## src/rtl/calc_pkg.sv

```systemverilog
// Shared key codes, FSM state type and key-decode helpers for the calculator entry block.
// KEY_PLUS..KEY_DIV double as the ALU operator codes.
package calc_pkg;

  localparam logic [3:0] KEY_PLUS = 4'd10;
  localparam logic [3:0] KEY_SUB  = 4'd11;
  localparam logic [3:0] KEY_MUL  = 4'd12;
  localparam logic [3:0] KEY_DIV  = 4'd13;
  localparam logic [3:0] KEY_EQ   = 4'd14;
  localparam logic [3:0] KEY_CLR  = 4'd15;

  typedef enum logic [1:0] {
    S_OP1,
    S_OPR,
    S_OP2,
    S_DONE
  } state_e;

  function automatic logic isDigit(input logic [3:0] key);
    return key <= 4'd9;
  endfunction

  function automatic logic isOperator(input logic [3:0] key);
    return (key >= KEY_PLUS) && (key <= KEY_DIV);
  endfunction

endpackage

```

## src/rtl/operand_accum.sv

```systemverilog
// One decimal operand: binary value built as value*10+digit, with a digit count
// that saturates at Digits so extra keystrokes are dropped instead of overflowing.
module operand_accum #(
  parameter int Digits = 2
) (
  input  logic                  clk,
  input  logic                  rst_n,
  input  logic                  clear_i,
  input  logic                  load_i,
  input  logic                  accum_i,
  input  logic [3:0]            digit_i,
  output logic [Digits*4-1:0]   value_o,
  output logic                  hasDigit_o
);

  localparam int W  = Digits * 4;
  localparam int CW = $clog2(Digits + 1);

  logic [W-1:0]  value_q, value_d;
  logic [CW-1:0] count_q, count_d;

  always_comb begin
    value_d = value_q;
    count_d = count_q;
    if (clear_i) begin
      value_d = '0;
      count_d = '0;
    end else if (load_i) begin
      value_d = W'(digit_i);
      count_d = CW'(1);
    end else if (accum_i && (count_q < CW'(Digits))) begin
      // Below the digit limit the result is < 10^Digits, which always fits in 4*Digits bits.
      value_d = (value_q * W'(10)) + W'(digit_i);
      count_d = count_q + CW'(1);
    end
  end

  always_ff @(posedge clk or negedge rst_n) begin
    if (!rst_n) begin
      value_q <= '0;
      count_q <= '0;
    end else begin
      value_q <= value_d;
      count_q <= count_d;
    end
  end

  assign value_o    = value_q;
  assign hasDigit_o = (count_q != '0);

endmodule

```

## src/rtl/calc_entry.sv

```systemverilog
// Keypad entry front end: collects signed operand, operator, signed operand and
// pulses calc_valid once when '=' completes the expression.
module calc_entry
  import calc_pkg::*;
#(
  parameter int BCDdigits = 2
) (
  input  logic                   clk,
  input  logic                   rst_n,
  input  logic                   key_valid,
  input  logic [3:0]             key_code,
  output logic                   key_ready,
  output logic [BCDdigits*4-1:0] operand1,
  output logic [BCDdigits*4-1:0] operand2,
  output logic                   op1_sign,
  output logic                   op2_sign,
  output logic [3:0]             operator,
  output logic                   calc_valid
);

  state_e     state_q, state_d;
  logic       op1Sign_q, op1Sign_d;
  logic       op2Sign_q, op2Sign_d;
  logic [3:0] operator_q, operator_d;
  logic       calcValid_q, calcValid_d;

  logic acc1Clear, acc1Load, acc1Accum, acc1HasDigit;
  logic acc2Clear, acc2Load, acc2Accum, acc2HasDigit;
  logic accept, keyDigit, keyOp;

  assign accept   = key_valid && key_ready;
  assign keyDigit = isDigit(key_code);
  assign keyOp    = isOperator(key_code);

  always_comb begin
    state_d     = state_q;
    op1Sign_d   = op1Sign_q;
    op2Sign_d   = op2Sign_q;
    operator_d  = operator_q;
    calcValid_d = 1'b0;
    acc1Clear   = 1'b0;
    acc1Load    = 1'b0;
    acc1Accum   = 1'b0;
    acc2Clear   = 1'b0;
    acc2Load    = 1'b0;
    acc2Accum   = 1'b0;
    if (accept) begin
      if (key_code == KEY_CLR) begin
        state_d    = S_OP1;
        op1Sign_d  = 1'b0;
        op2Sign_d  = 1'b0;
        operator_d = '0;
        acc1Clear  = 1'b0 | 1'b1;
        acc2Clear  = 1'b1;
      end else begin
        unique case (state_q)
          S_OP1: begin
            // A leading '-' is a sign; once digits exist it is the subtract operator.
            if (keyDigit) begin
              acc1Accum = 1'b1;
            end else if ((key_code == KEY_SUB) && !acc1HasDigit) begin
              op1Sign_d = 1'b1;
            end else if (keyOp && acc1HasDigit) begin
              operator_d = key_code;
              state_d    = S_OPR;
            end
          end
          S_OPR: begin
            if (keyDigit) begin
              acc2Load = 1'b1;
              state_d  = S_OP2;
            end else if ((key_code == KEY_SUB) && !op2Sign_q) begin
              op2Sign_d = 1'b1;
            end else if (keyOp && !op2Sign_q) begin
              operator_d = key_code;
            end
          end
          S_OP2: begin
            if (keyDigit) begin
              acc2Accum = 1'b1;
            end else if ((key_code == KEY_EQ) && acc2HasDigit) begin
              state_d     = S_DONE;
              calcValid_d = 1'b1;
            end
          end
          S_DONE: begin
            // A fresh digit after a result starts a brand-new expression.
            if (keyDigit) begin
              op1Sign_d  = 1'b0;
              op2Sign_d  = 1'b0;
              operator_d = '0;
              acc1Load   = 1'b1;
              acc2Clear  = 1'b1;
              state_d    = S_OP1;
            end
          end
          default: state_d = S_OP1;
        endcase
      end
    end
  end

  always_ff @(posedge clk or negedge rst_n) begin
    if (!rst_n) begin
      state_q     <= S_OP1;
      op1Sign_q   <= 1'b0;
      op2Sign_q   <= 1'b0;
      operator_q  <= '0;
      calcValid_q <= 1'b0;
    end else begin
      state_q     <= state_d;
      op1Sign_q   <= op1Sign_d;
      op2Sign_q   <= op2Sign_d;
      operator_q  <= operator_d;
      calcValid_q <= calcValid_d;
    end
  end

  operand_accum #(.Digits(BCDdigits)) u_acc1 (
    .clk        (clk),
    .rst_n      (rst_n),
    .clear_i    (acc1Clear),
    .load_i     (acc1Load),
    .accum_i    (acc1Accum),
    .digit_i    (key_code),
    .value_o    (operand1),
    .hasDigit_o (acc1HasDigit)
  );

  operand_accum #(.Digits(BCDdigits)) u_acc2 (
    .clk        (clk),
    .rst_n      (rst_n),
    .clear_i    (acc2Clear),
    .load_i     (acc2Load),
    .accum_i    (acc2Accum),
    .digit_i    (key_code),
    .value_o    (operand2),
    .hasDigit_o (acc2HasDigit)
  );

  assign key_ready  = !calcValid_q;
  assign op1_sign   = op1Sign_q;
  assign op2_sign   = op2Sign_q;
  assign operator   = operator_q;
  assign calc_valid = calcValid_q;

endmodule
```

## config.mk

```make
export PLATFORM = sky130hd
export DESIGN_NAME = calc_entry
export DESIGN_NICKNAME = d
export VERILOG_FILES = /design/src/rtl/calc_pkg.sv /design/src/rtl/operand_accum.sv /design/src/rtl/calc_entry.sv
export SDC_FILE = /design/constraint.sdc
export NUM_CORES = 1
export LEC_CHECK = 0
export CAP_MARGIN = 10
export CORE_ASPECT_RATIO = 0.6
export CORE_UTILIZATION = 35
export CTS_CLUSTER_SIZE = 25
export DETAILED_ROUTE_END_ITERATION = 8
export PLACE_DENSITY_LB_ADDON = 0.08
export SLEW_MARGIN = 20
export SYNTH_ARGS = -nofsm -noshare
export SYNTH_HDL_FRONTEND = slang
export SYNTH_SLANG_ARGS = --single-unit
```

## constraint.sdc

```tcl
create_clock -name clk -period 2.2 [get_ports clk]
set_input_delay 0.44 -clock clk [delete_from_list [all_inputs] [get_ports clk]]
set_output_delay 0.44 -clock clk [all_outputs]
set_load 0.03 [all_outputs]
```

-- After elaboration in Yosys (flattened, before gate mapping)
Index checks and enable logic that the tools add are counted.
- register bits after elaboration: 29
- input port bits: 7
- output and inout bits: 24
- logic and storage cells: 123
- $add $sub $neg: 4
- multiply operators: 2
- magnitude comparators: 5
- eq/ne operators: 18
- mux-type cells: 61
- reductions and logical operators: 24
- operators by type and width (cell ; number):
    $mux 8 ; 6
    $ne 3x3->1 const B ; 12
    $mux 4 ; 8
    $mux 1 ; 29
    $mux 2 ; 14
    $add 8x4->8 ; 2
    $mul 8x3->7 const B ; 2
    $eq 4x4->1 const B ; 3
    $pmux 4 s3 ; 1
    $reduce_bool 3->1 ; 4
    $reduce_and 5->1 ; 2
    $logic_and 1x1->1 ; 9
    $reduce_and 9->1 ; 1
    $le 4x4->1 const B ; 2
    $pmux 2 s4 ; 1
    $reduce_and 8->1 ; 1
    $add 2x1->2 const B ; 2
    $eq 2x2->1 const B ; 2
    $ge 4x4->1 const B ; 1
    $lt 2x2->1 const B ; 2
    $pmux 1 s2 ; 2
    $reduce_bool 2->1 ; 2
    $reduce_bool 4->1 ; 1
    $logic_not 1->1 ; 3
    2 further kinds ; 2

-- Depth between registers and ports, before layout
- depth in word-level cells: 9
- mapped depth: 9

-- Cells and area by module
Synthesis repeated with hierarchy kept, for this count alone.
- cell total of the unflattened synthesis: 245
- area, all modules: 2312.2 µm²
- by module, submodules not included (module ; instances ; cells an instance ; area an instance (µm²) ; seq. area each (µm²)):
    operand_accum ; 2 ; 80 ; 782.0 ; 250.2
    calc_entry ; 1 ; 85 ; 748.2 ; 225.2

-- Worst setup path after synthesis
Ideal clock, no wire load.
- kind: register to register
- start: register u_acc1.value_q[1], in the netlist u_acc1.value_o[1]
- end: register u_acc1.value_q[7], in the netlist u_acc1.value_o[7]
- arrival: 2.382 ns
- required time: 2.079 ns
- slack: -0.303 ns
- stages on the path, launching flop included: 10
- buffers on the path: 0
- period minus slack after synthesis: 2.503 ns
- cell sequence: dfrtp_1 > ha_1 > ha_1 > inv_1 > fa_1 > xor2_1 > nor4b_1 > xnor2_1 > xnor2_1 > a22o_1
- cells in the longest elaborated chain, start to end: 5
- ends and longest elaborated chain (what ; line ; RTL):
    from (decl) ; operand_accum.sv:19 ; logic [W-1:0] value_q, value_d;
    from (signal assigned) ; operand_accum.sv:43 ; value_q <= value_d;
    $mul 8x3->7 ; operand_accum.sv:33 ; value_d = (value_q * W'(10)) + W'(digit_i);
    $add 8x4->8 ; operand_accum.sv:33 ;
    $mux 8 ; operand_accum.sv:31 ; end else if (accum_i && (count_q < CW'(Digits))) begin
    $mux 8 ; operand_accum.sv:28 ; end else if (load_i) begin
    $mux 8 ; operand_accum.sv:25 ; if (clear_i) begin
Every way passes these cells. The select of a mux whose other input is x is not followed.
A chain may end at the register's enable or synchronous reset.

-- Final worst setup path
- start: register u_acc1.value_q[3], in the netlist u_acc1.value_o[3]
- end: register u_acc1.value_q[7], in the netlist u_acc1.value_o[7]
The elaborated chain is that of the path after synthesis.

==> metrics.cfg <==
[placement]
port_buffers=30
gp_congestion=0.795
dp_slack_ps=-362
dpl.hpwl_mm=4.63

[synthesis]
syn_nets=262
synth.distinct_cells=45
ys_seq_area_share_pct=33.1
avgSynthCellArea_um2=9.78
syn_inst=224
synth_edf_count=0
ys.flop_type=dfrtp_1
yosysWarnings=0
netlist_area_um2=2190
synthArstFlopShare_pct=100
synth-seq-cells=29

[drt]
ant_nets=0
drt_iter0_drc=106
vias=1849
drc_errors=0
drt_pass1_iterations=4
vias_per_cell=4.77
wire_per_inst_um=15.0
drt_wl_total_mm=5.81

[cts]
ctsRootBufferMaster=clkbuf_8
cts.sinks=29
cts_hold_buf=0
insertion_delay_ps=280
cts_buffers=5
htreeDepth=2
cts.path.max_buffers=2
clk_pin_slew_worst_paths_ps=70
cts_tree=built

[die]
ios=31
die_area_um2=6590
initial_utilization_pct=37.7
core_area_um2=5810
dieWidth_um=104
rows=21
die_h_um=63.3

[critical_path]
reg2reg_depth=9
worst-path-buf-inv=1
endpoint=u_acc1.value_o[7]
cpPeakStageDelay_ps=460
startpoint_type=flop
slowest_stage=dfrtp_2
cp-end-kind=flop
crit_path_start=u_acc1.value_o[3]
worstPathArrival_ps=2400
path_cells=ha_4 -> ha_4 -> inv_2 -> fa_2 -> xor2_2 -> nor4b_2 -> xnor2_1 -> xnor2_1 -> a22o_1
r2r_slack_ps=-30
critical_path.max_fanout=4
worst_r2r_endpoint=u_acc1.value_o[7]
crit_type=reg -> reg
cp.depth=9
cp.required_ps=2370
crit_family=adder cells
crit-reg2reg-launch=u_acc1.value_o[3]

[sta]
grt_setup_unrepaired=yes
fin_ws_ps=-32.8
fin_crit_sh_pct=101
finalHoldViolCount=0
fmax_mhz=448
hold_slack_ps=507
worst_pin_slew_ps=415
relSlewSlack_pct=72.3
finClkSkew_ps=8.72
finalSetupViolCount=1
finalCriticalPeriod_ps=2230
slew_violations=0

[grt]
antenna_found_initial=0
grt_pass1_vias=1833
gr-total-overflow=0
grt.total_usage_pct=19.0
grt_max_degree=30
grt_pass1_wl_mm=9.67

[cells_and_area]
nFillCells=505
layout_common_cells=buf_4, clkdlybuf4s50_1, ha_1, dfrtp_1, nand2_1
register_area_um2=733
syn2layout_area_growth_pct=44.5
layout_commonest_cell=buf_4
nNetsFinal=346
layout-drive-gt1-share_pct=28.6
multi_input_area_um2=1460
antenna_cells=0

[outcome]
failed_checks=setup timing
status=finished, violations left

[min_path]
hold_class=reg -> reg
hold_path_startpoint=u_acc1.count_q[0]

[power_and_ir_drop]
p_per_area_nw_per_um2=1540
leakagePower_uw=0.00151
ir_drop_uv=589
total_power_uw=4870

[job]
max_cap_viol_count=0

[kinds of logic after synthesis]
family	synth area share [%]
multiplexers	6.22
AND/OR/NAND/NOR	12.6
flip-flops	33.1
adder cells (fa/ha/maj)	19.1
AO/OA/AOI/OAI	16.2
XOR/XNOR	8.00
buffers and inverters	4.85
[metal layers]
layer | vias to the layer above | share of wire (%) | track usage (%)
met4 | 0 | 0.14 | 2.68
met2 | 25 | 34 | 23.6
met3 | 2 | 3.4 | 3.73
li1 | 965 | - | -
met5 | - | 0 | 0
met1 | 857 | 62 | 32.4
[Yosys cell counts, drive strengths merged (2+ instances only)]
cell type	count	area share (%)
dfrtp	29	33
nor2	12	2.2
nor3	5	1.1
a21o	6	2.1
buf	6	1.8
mux2i	11	5.0
nand3	4	0.91
nand2	21	3.6
a22o	8	3.2
ha	27	15
inv	15	2.6
a211oi	3	1.0
mux2	2	1.2
a21oi	8	1.8
o31ai	4	1.4
nor2b	6	1.7
o21a	3	1.0
fa	4	3.7
xnor2	17	6.8
xor2	3	1.2
o21ai	9	2.1
clkbuf	3	0.51
[final cells by class]
cell class	instances	share of cell area, %
Sequential cell	29	23.2
Clock buffer	7	2.73
Tap cell	80	3.16
Inverter	15	1.78
Timing Repair Buffer	86	23.2
Multi-Input combinational cell	171	46.0
[how the worst min path moves through the flow]
stage,slack (ps),to,depth (start not counted)
2_1_floorplan,140,calc_valid,0
3_3_place_gp,500,u_acc1.count_q[0],1
3_5_place_dp,490,u_acc1.count_q[0],1
4_1_cts,510,u_acc1.count_q[0],1
6_report,510,u_acc1.count_q[0],1
5_1_grt,540,u_acc2.value_o[7],1
[state kept, by name, indices dropped and copies added (netlist names)]
| register | cells |
|---|---|
| u_acc1.value_o | 8 |
| u_acc2.value_o | 8 |
| operator | 4 |
| state_q | 2 |
| u_acc1.count_q | 2 |
| u_acc2.count_q | 2 |
| calc_valid | 1 |
| op1_sign | 1 |
| op2_sign | 1 |
[repair_timing]
item | 4_1_cts | 5_1_grt
pin swaps | 4 | 3
setup buffers | 1 | 2
gates resized for setup | 5 | 7
endpoints found under the setup margin | 5 | 19
[power by group]
part	total [uW]	switching (uW)	internal [uW]	leakage (uW)
Sequential	973	194	779	0.000362
Combinational	3450	1740	1720	0.00111
Clock	449	201	248	0.0000443
Total	4870	2130	2740	0.00151
[per-stage QoR]
step	util, %	area [um2]	std cells	setup TNS, ps
3_3_place_gp	51.9	3020	378	-6080
6_report	54.5	3170	388	-32.8
2_1_floorplan	-	2250	224	-56.3
3_5_place_dp	51.9	3020	378	-6520
4_1_cts	53.8	3130	386	-38.3
5_1_grt	54.5	3170	388	-234
(Power assumes the default switching activity.)
==> variant 1: new RTL, same settings <==
Add an input register stage for `key_valid` and `key_code`, cleared by the reset; this delays them by one clock.
--- a/src/rtl/calc_entry.sv
+++ b/src/rtl/calc_entry.sv
@@ -18,6 +18,19 @@
   output logic                   calc_valid
 );
 
+  logic key_valid_q;
+  logic [3:0] key_code_q;
+
+  always_ff @(posedge clk or negedge rst_n) begin
+    if (!rst_n) begin
+      key_valid_q <= '0;
+      key_code_q  <= '0;
+    end else begin
+      key_valid_q <= key_valid;
+      key_code_q  <= key_code;
+    end
+  end
+
   state_e     state_q, state_d;
   logic       op1Sign_q, op1Sign_d;
   logic       op2Sign_q, op2Sign_d;
@@ -28,9 +41,9 @@
   logic acc2Clear, acc2Load, acc2Accum, acc2HasDigit;
   logic accept, keyDigit, keyOp;
 
-  assign accept   = key_valid && key_ready;
-  assign keyDigit = isDigit(key_code);
-  assign keyOp    = isOperator(key_code);
+  assign accept   = key_valid_q && key_ready;
+  assign keyDigit = isDigit(key_code_q);
+  assign keyOp    = isOperator(key_code_q);
 
   always_comb begin
     state_d     = state_q;
@@ -45,7 +58,7 @@
     acc2Load    = 1'b0;
     acc2Accum   = 1'b0;
     if (accept) begin
-      if (key_code == KEY_CLR) begin
+      if (key_code_q == KEY_CLR) begin
         state_d    = S_OP1;
         op1Sign_d  = 1'b0;
         op2Sign_d  = 1'b0;
@@ -58,10 +71,10 @@
             // A leading '-' is a sign; once digits exist it is the subtract operator.
             if (keyDigit) begin
               acc1Accum = 1'b1;
-            end else if ((key_code == KEY_SUB) && !acc1HasDigit) begin
+            end else if ((key_code_q == KEY_SUB) && !acc1HasDigit) begin
               op1Sign_d = 1'b1;
             end else if (keyOp && acc1HasDigit) begin
-              operator_d = key_code;
+              operator_d = key_code_q;
               state_d    = S_OPR;
             end
           end
@@ -69,16 +82,16 @@
             if (keyDigit) begin
               acc2Load = 1'b1;
               state_d  = S_OP2;
-            end else if ((key_code == KEY_SUB) && !op2Sign_q) begin
+            end else if ((key_code_q == KEY_SUB) && !op2Sign_q) begin
               op2Sign_d = 1'b1;
             end else if (keyOp && !op2Sign_q) begin
-              operator_d = key_code;
+              operator_d = key_code_q;
             end
           end
           S_OP2: begin
             if (keyDigit) begin
               acc2Accum = 1'b1;
-            end else if ((key_code == KEY_EQ) && acc2HasDigit) begin
+            end else if ((key_code_q == KEY_EQ) && acc2HasDigit) begin
               state_d     = S_DONE;
               calcValid_d = 1'b1;
             end
@@ -122,7 +135,7 @@
     .clear_i    (acc1Clear),
     .load_i     (acc1Load),
     .accum_i    (acc1Accum),
-    .digit_i    (key_code),
+    .digit_i    (key_code_q),
     .value_o    (operand1),
     .hasDigit_o (acc1HasDigit)
   );
@@ -133,7 +146,7 @@
     .clear_i    (acc2Clear),
     .load_i     (acc2Load),
     .accum_i    (acc2Accum),
-    .digit_i    (key_code),
+    .digit_i    (key_code_q),
     .value_o    (operand2),
     .hasDigit_o (acc2HasDigit)
   );
Check against the original RTL: not equivalent (Yosys sat finds a counterexample within 4 cycles, from zero or initial values and one cycle with rst_n low).
==> variant 1 against the original RTL <==
Sequential cell count grew 5; worst setup slack gained 0.030 ns; clock power rose by 49%; final cell count decreased by 2.3%; the run still ends with setup timing left; critical path type unchanged; highest routed layer unchanged; worst hold slack got worse by 0.38 ns; global-route usage hardly changed; wire length up 1.6%; total power increased by 8.4%; design area up 2.6%; area after synthesis increased by 9.6%.
==> variant 1: results (changes against the original RTL) <==
Outcome
  • Status: complete, but fails checks
  • Failing checks: setup timing

Global route
  • Largest net degree at the start of global routing: 23 (-23%)
  • Overall routing resource usage: 19.0% (-0.020 points)
  • First-pass GRT wire length: 9.89 mm (+2.4%)
  • Vias in the first global route: 1849 (+0.87%)
  • Global routing usage on met2: 23.1% (-0.47 points)
  • Grt met3 use: 5.22% (+1.5 points)

Synth
  • Sequential share of the synthesized area: 35.4% (+2.3 points)
  • Synth top cells by count: dfrtp_1 (34), ha_1 (27), nand2_1 (19)
  • Library cells used by synthesis: 50 (+11%)
  • Syn Nets: 274 (+4.6%)

Power and ir drop
  • Worst vdd ir: 683 µV (+16%)
  • Internal power: 2990 µW (+9.1%)

Place
  • DP Area: 3020 µm² (+0.25%)
  • DP HPWL: 4.56 mm (-1.6%)
  • RePlAce Congestion: 0.786 (-1.0%)

Critical path
  • Crit path DAT: 2.37 ns (-0.03 ns)

Final layout
  • Final net count: 332 (-4.0%)
  • Filler cell count: 603 (+19%)
  • Layout cell share with drive strength beyond 1: 21.7% (-6.9 points)

Route
  • Wirelength per Cell: 15.6 µm (+4.0%)
  • Drt initial violations: 64 (-40%)
  • Total number of vias: 1916 (+3.6%)

Timing
  • Setup violators final: 1 (unchanged)
  • Slew headroom: 67.1% (-5.3 points)
  • Worst Slack Setup Final: -0.00281 ns (+0.0300 ns)

Clocking
  • Root Driver: clkbuf_16
  • H-tree lvl count: 2 (unchanged)
  • Clk slew on worst S/H paths: 0.05 ns (-0.02 ns)

Min path
  • Kind of path behind the tightest hold check: primary input to asynchronous set/reset pin
## variant 1: cell count changes after synthesis, sizes merged, moves of 4 or more
cell	change
o21ai	+4
dfrtp	+5
nor2b	-4
a21oi	+6
xor2	+4
xnor2	-5
## variant 1: kinds of logic (layout without fill, tap and decap cells)
kind of cell    count (synthesis)  count (layout)  synth area share, %
mux                            10              10                 4.38
buf+inv                        23              82                 4.17
flops                          34              34                 35.4
xor+xnor                       19              19                 6.93
compound gates                 62              62                 18.1
fa+ha+maj                      31              31                 17.4
simple gates                   57              57                 13.6
## variant 1: layout make-up
class,count,share of cell area (%)
clock buffers,8,4.20
multi-input cells,179,48.1
repair buffers,56,15.9
well taps,84,3.24
inverters,18,2.08
flip-flops and latches,34,26.5
## variant 1: critical path, cell delays in order (launching register included)
cell and delay [ns]:
dfrtp_2 0.44, ha_4 0.25, ha_4 0.15, inv_2 0.05
fa_2 0.47, nor4b_4 0.28, xnor2_1 0.16, xnor2_1 0.11
a22o_1 0.18
## variant 1: power by group through the flow
| stage | sequential, µW | clock [µW] | combinational, µW |
|---|---|---|---|
| 2_1_floorplan | 1440 | 0 | 1840 |
| 3_3_place_gp | 1090 | 0 | 3170 |
| 3_5_place_dp | 1100 | 0 | 3170 |
| 4_1_cts | 1090 | 687 | 3260 |
| 5_1_grt | 1130 | 721 | 3870 |
| 6_report | 1090 | 668 | 3530 |
## variant 1: layer usage
metal,up-vias,wire length [µm]
met2,46,2230
met3,2,401
met4,0,38
met5,-,0
met1,909,3230
li1,959,-
## variant 1: timing repair
item | CTS | global route
gates cloned | 0 | 0
pin swaps | 4 | 13
endpoints found under the setup margin | 2 | 2
setup buffers | 2 | 2
resized for setup | 1 | 7
endpoints found under the hold margin | 0 | 0
## variant 1: metrics by stage
stage / utilization (%) / hold slack (ns) / TNS [ns] / instances / setup slack (ns)
after floorplan: - / 0.144 / -0.0224 / 236 / -0.0224
after global placement: 47.5 / 0.448 / 0 / 367 / 0.0259
after detailed placement: 47.5 / 0.439 / -0.00519 / 367 / -0.00285
after CTS: 50.0 / 0.142 / -0.00321 / 377 / -0.00321
after global routing: 51.1 / 0.168 / -0.135 / 379 / -0.0929
final: 51.1 / 0.125 / -0.00281 / 379 / -0.00281
## variant 1: final timing paths
kind,end,slack [ns],depth (start not counted)
max,u_acc1.value_o[7]$_DFFE_PN0P_,-0.003,8
max in group asynchronous,u_acc1.count_q[0]$_DFFE_PN0P_,1.51,2
min in group clk,u_acc1.count_q[0]$_DFFE_PN0P_,0.51,1
min reg2reg,u_acc1.count_q[0]$_DFFE_PN0P_,0.51,1
min,key_valid_q$_DFF_PN0_,0.13,1
max reg2reg,u_acc1.value_o[7]$_DFFE_PN0P_,-0.003,8
==> variant 2: new RTL, same settings <==
Without the edit above. The parameter `BCDdigits` goes from 2 to 4.
--- a/src/rtl/calc_entry.sv
+++ b/src/rtl/calc_entry.sv
@@ -3,7 +3,7 @@
 module calc_entry
   import calc_pkg::*;
 #(
-  parameter int BCDdigits = 2
+  parameter int BCDdigits = 4
 ) (
   input  logic                   clk,
   input  logic                   rst_n,
Ports: changed (resized operand1 and operand2); port bits go from 31 to 47. No check against the original RTL was run, so the function may have changed too.
==> variant 2 against the original RTL <==
Final cell count increased by 110%; sequential cell count increased by 18; total power increased by 110%; synthesized cell count increased by 110%; wire length increased by 120%; clock power increased by 74%; the flow still finishes with violations (setup timing); largest cell class unchanged; worst setup slack got worse by 0.56 ns; largest power group unchanged; critical path depth increased by 3; design area increased by 110%; area after synthesis increased by 91%.
==> variant 2: results (changes against the original RTL) <==
Critical path
  • Crit path DAT: 2.98 ns (+0.58 ns)

Synth
  • Yosys top cell area share: 28.2% (-4.9 points)
  • Largest cells by area after synthesis: dfrtp_1 (28%), ha_1 (18%), xnor2_1 (6.3%)
  • Library cells used by synthesis: 61 (+36%)
  • Cells after synthesis: 467 (+110%)
  • Sequential share of the synthesized area: 28.2% (-4.9 points)

Global route
  • Largest net degree at the start of global routing: 31 (+3.3%)
  • Overall routing resource usage: 22.0% (+3.0 points)
  • First-pass GRT wire length: 21.1 mm (+120%)
  • Vias in the first global route: 4073 (+120%)

Place
  • PortBufs: 46 (+53%)
  • Place WS: -0.623 ns (-0.261 ns)
  • Dpl cells: 795 (+110%)
  • RePlAce Congestion: 0.845 (+6.3%)
  • DP Area: 5930 µm² (+97%)

Outcome
  • Failing checks: setup timing
  • Status: complete, but fails checks

Clocking
  • Root Driver: clkbuf_16

Power and ir drop
  • Pleak: 0.00315 µW (+110%)

Route
  • Pre-antenna DRT Iters: 5 (+1)
  • Drt initial violations: 160 (+51%)
  • Wirelength per Cell: 15.7 µm (+4.8%)

Timing
  • Worst Slack Setup Final: -0.597 ns (-0.565 ns)
  • Setup violators final: 18 (+17)
  • Slew @ Worst Pin: 0.456 ns (+0.0411 ns)
  • Final Skew: 0.00620 ns (-0.00252 ns)
  • Setup TNS: -7.04 ns (-7.01 ns)

Final layout
  • Final Instance Count excl. Fillers: 817 (+110%)
  • Filler cell count: 1062 (+110%)
  • Layout cell share with drive strength beyond 1: 36.7% (+8.1 points)
  • Final net count: 727 (+110%)

Min path
  • Kind of path behind the tightest hold check: primary input to asynchronous set/reset pin
variant 2: path summary, 6_finish.rpt:
path | from | end | slack (ns) | depth (start not counted)
setup / recovery | u_acc1.value_o[3]$_DFFE_PN0P_ | u_acc1.value_o[15]$_DFFE_PN0P_ | -0.60 | 12
hold / removal | rst_n | u_acc1.value_o[5]$_DFFE_PN0P_ | 0.08 | 1
setup reg to reg | u_acc1.value_o[3]$_DFFE_PN0P_ | u_acc1.value_o[15]$_DFFE_PN0P_ | -0.60 | 12
hold reg to reg | u_acc1.value_o[15]$_DFFE_PN0P_ | u_acc1.value_o[15]$_DFFE_PN0P_ | 0.52 | 2
max in group asynchronous | rst_n | u_acc2.value_o[5]$_DFFE_PN0P_ | 1.56 | 2
min in group clk | u_acc1.value_o[15]$_DFFE_PN0P_ | u_acc1.value_o[15]$_DFFE_PN0P_ | 0.52 | 2
variant 2: cell type report:
cell class	count	area (µm²)	share of cell area, %
Multi-Input combinational cell	386	3330	50.4
Tap cell	160	200	3.03
Inverter	23	86.3	1.31
Timing Repair Buffer	193	1650	25.0
Clock inverter	2	12.5	0.189
Clock buffer	6	129	1.95
Sequential cell	47	1190	18.1
variant 2: worst max-delay path, cell delays in order (launching register included):
cell,delay (ns)
dfrtp_2,0.45
ha_4,0.28
ha_4,0.13
fa_2,0.23
a21oi_4,0.07
buf_6,0.13
or4_4,0.49
nand3_4,0.12
nand4_4,0.12
a2111oi_4,0.26
nand3b_1,0.13
xnor2_1,0.19
o21ai_1,0.08
variant 2: power by group:
group | internal, µW | leakage (µW) | switching, µW
clock | 421 | 0.0000669 | 359
sequential | 1220 | 0.000592 | 349
combinational | 4100 | 0.00249 | 3980
variant 2: metal layers:
layer  vias to the layer above  GRT usage [%]  wire (µm)
li1                       2058              -          -
met1                      1957           34.4       7030
met2                        79           32.2       5280
met3                         4           3.26        484
met4                         0           2.44         21
met5                         -              0          0
variant 2: what timing repair did:
| action | CTS | global route |
|---|---|---|
| resized for setup | 32 | 52 |
| pin swaps | 26 | 24 |
| buffers inserted | 8 | 7 |
| cloned | 0 | 0 |
| endpoints found under the setup margin | 38 | 28 |
variant 2: cell families after synthesis:
family / Yosys count / share of synthesized area (%)
xor+xnor: 49 / 10.3
simple gates: 135 / 17.2
mux: 8 / 1.92
flops: 47 / 28.2
compound gates: 130 / 19.3
fa+ha+maj: 64 / 19.9
buf+inv: 34 / 3.15
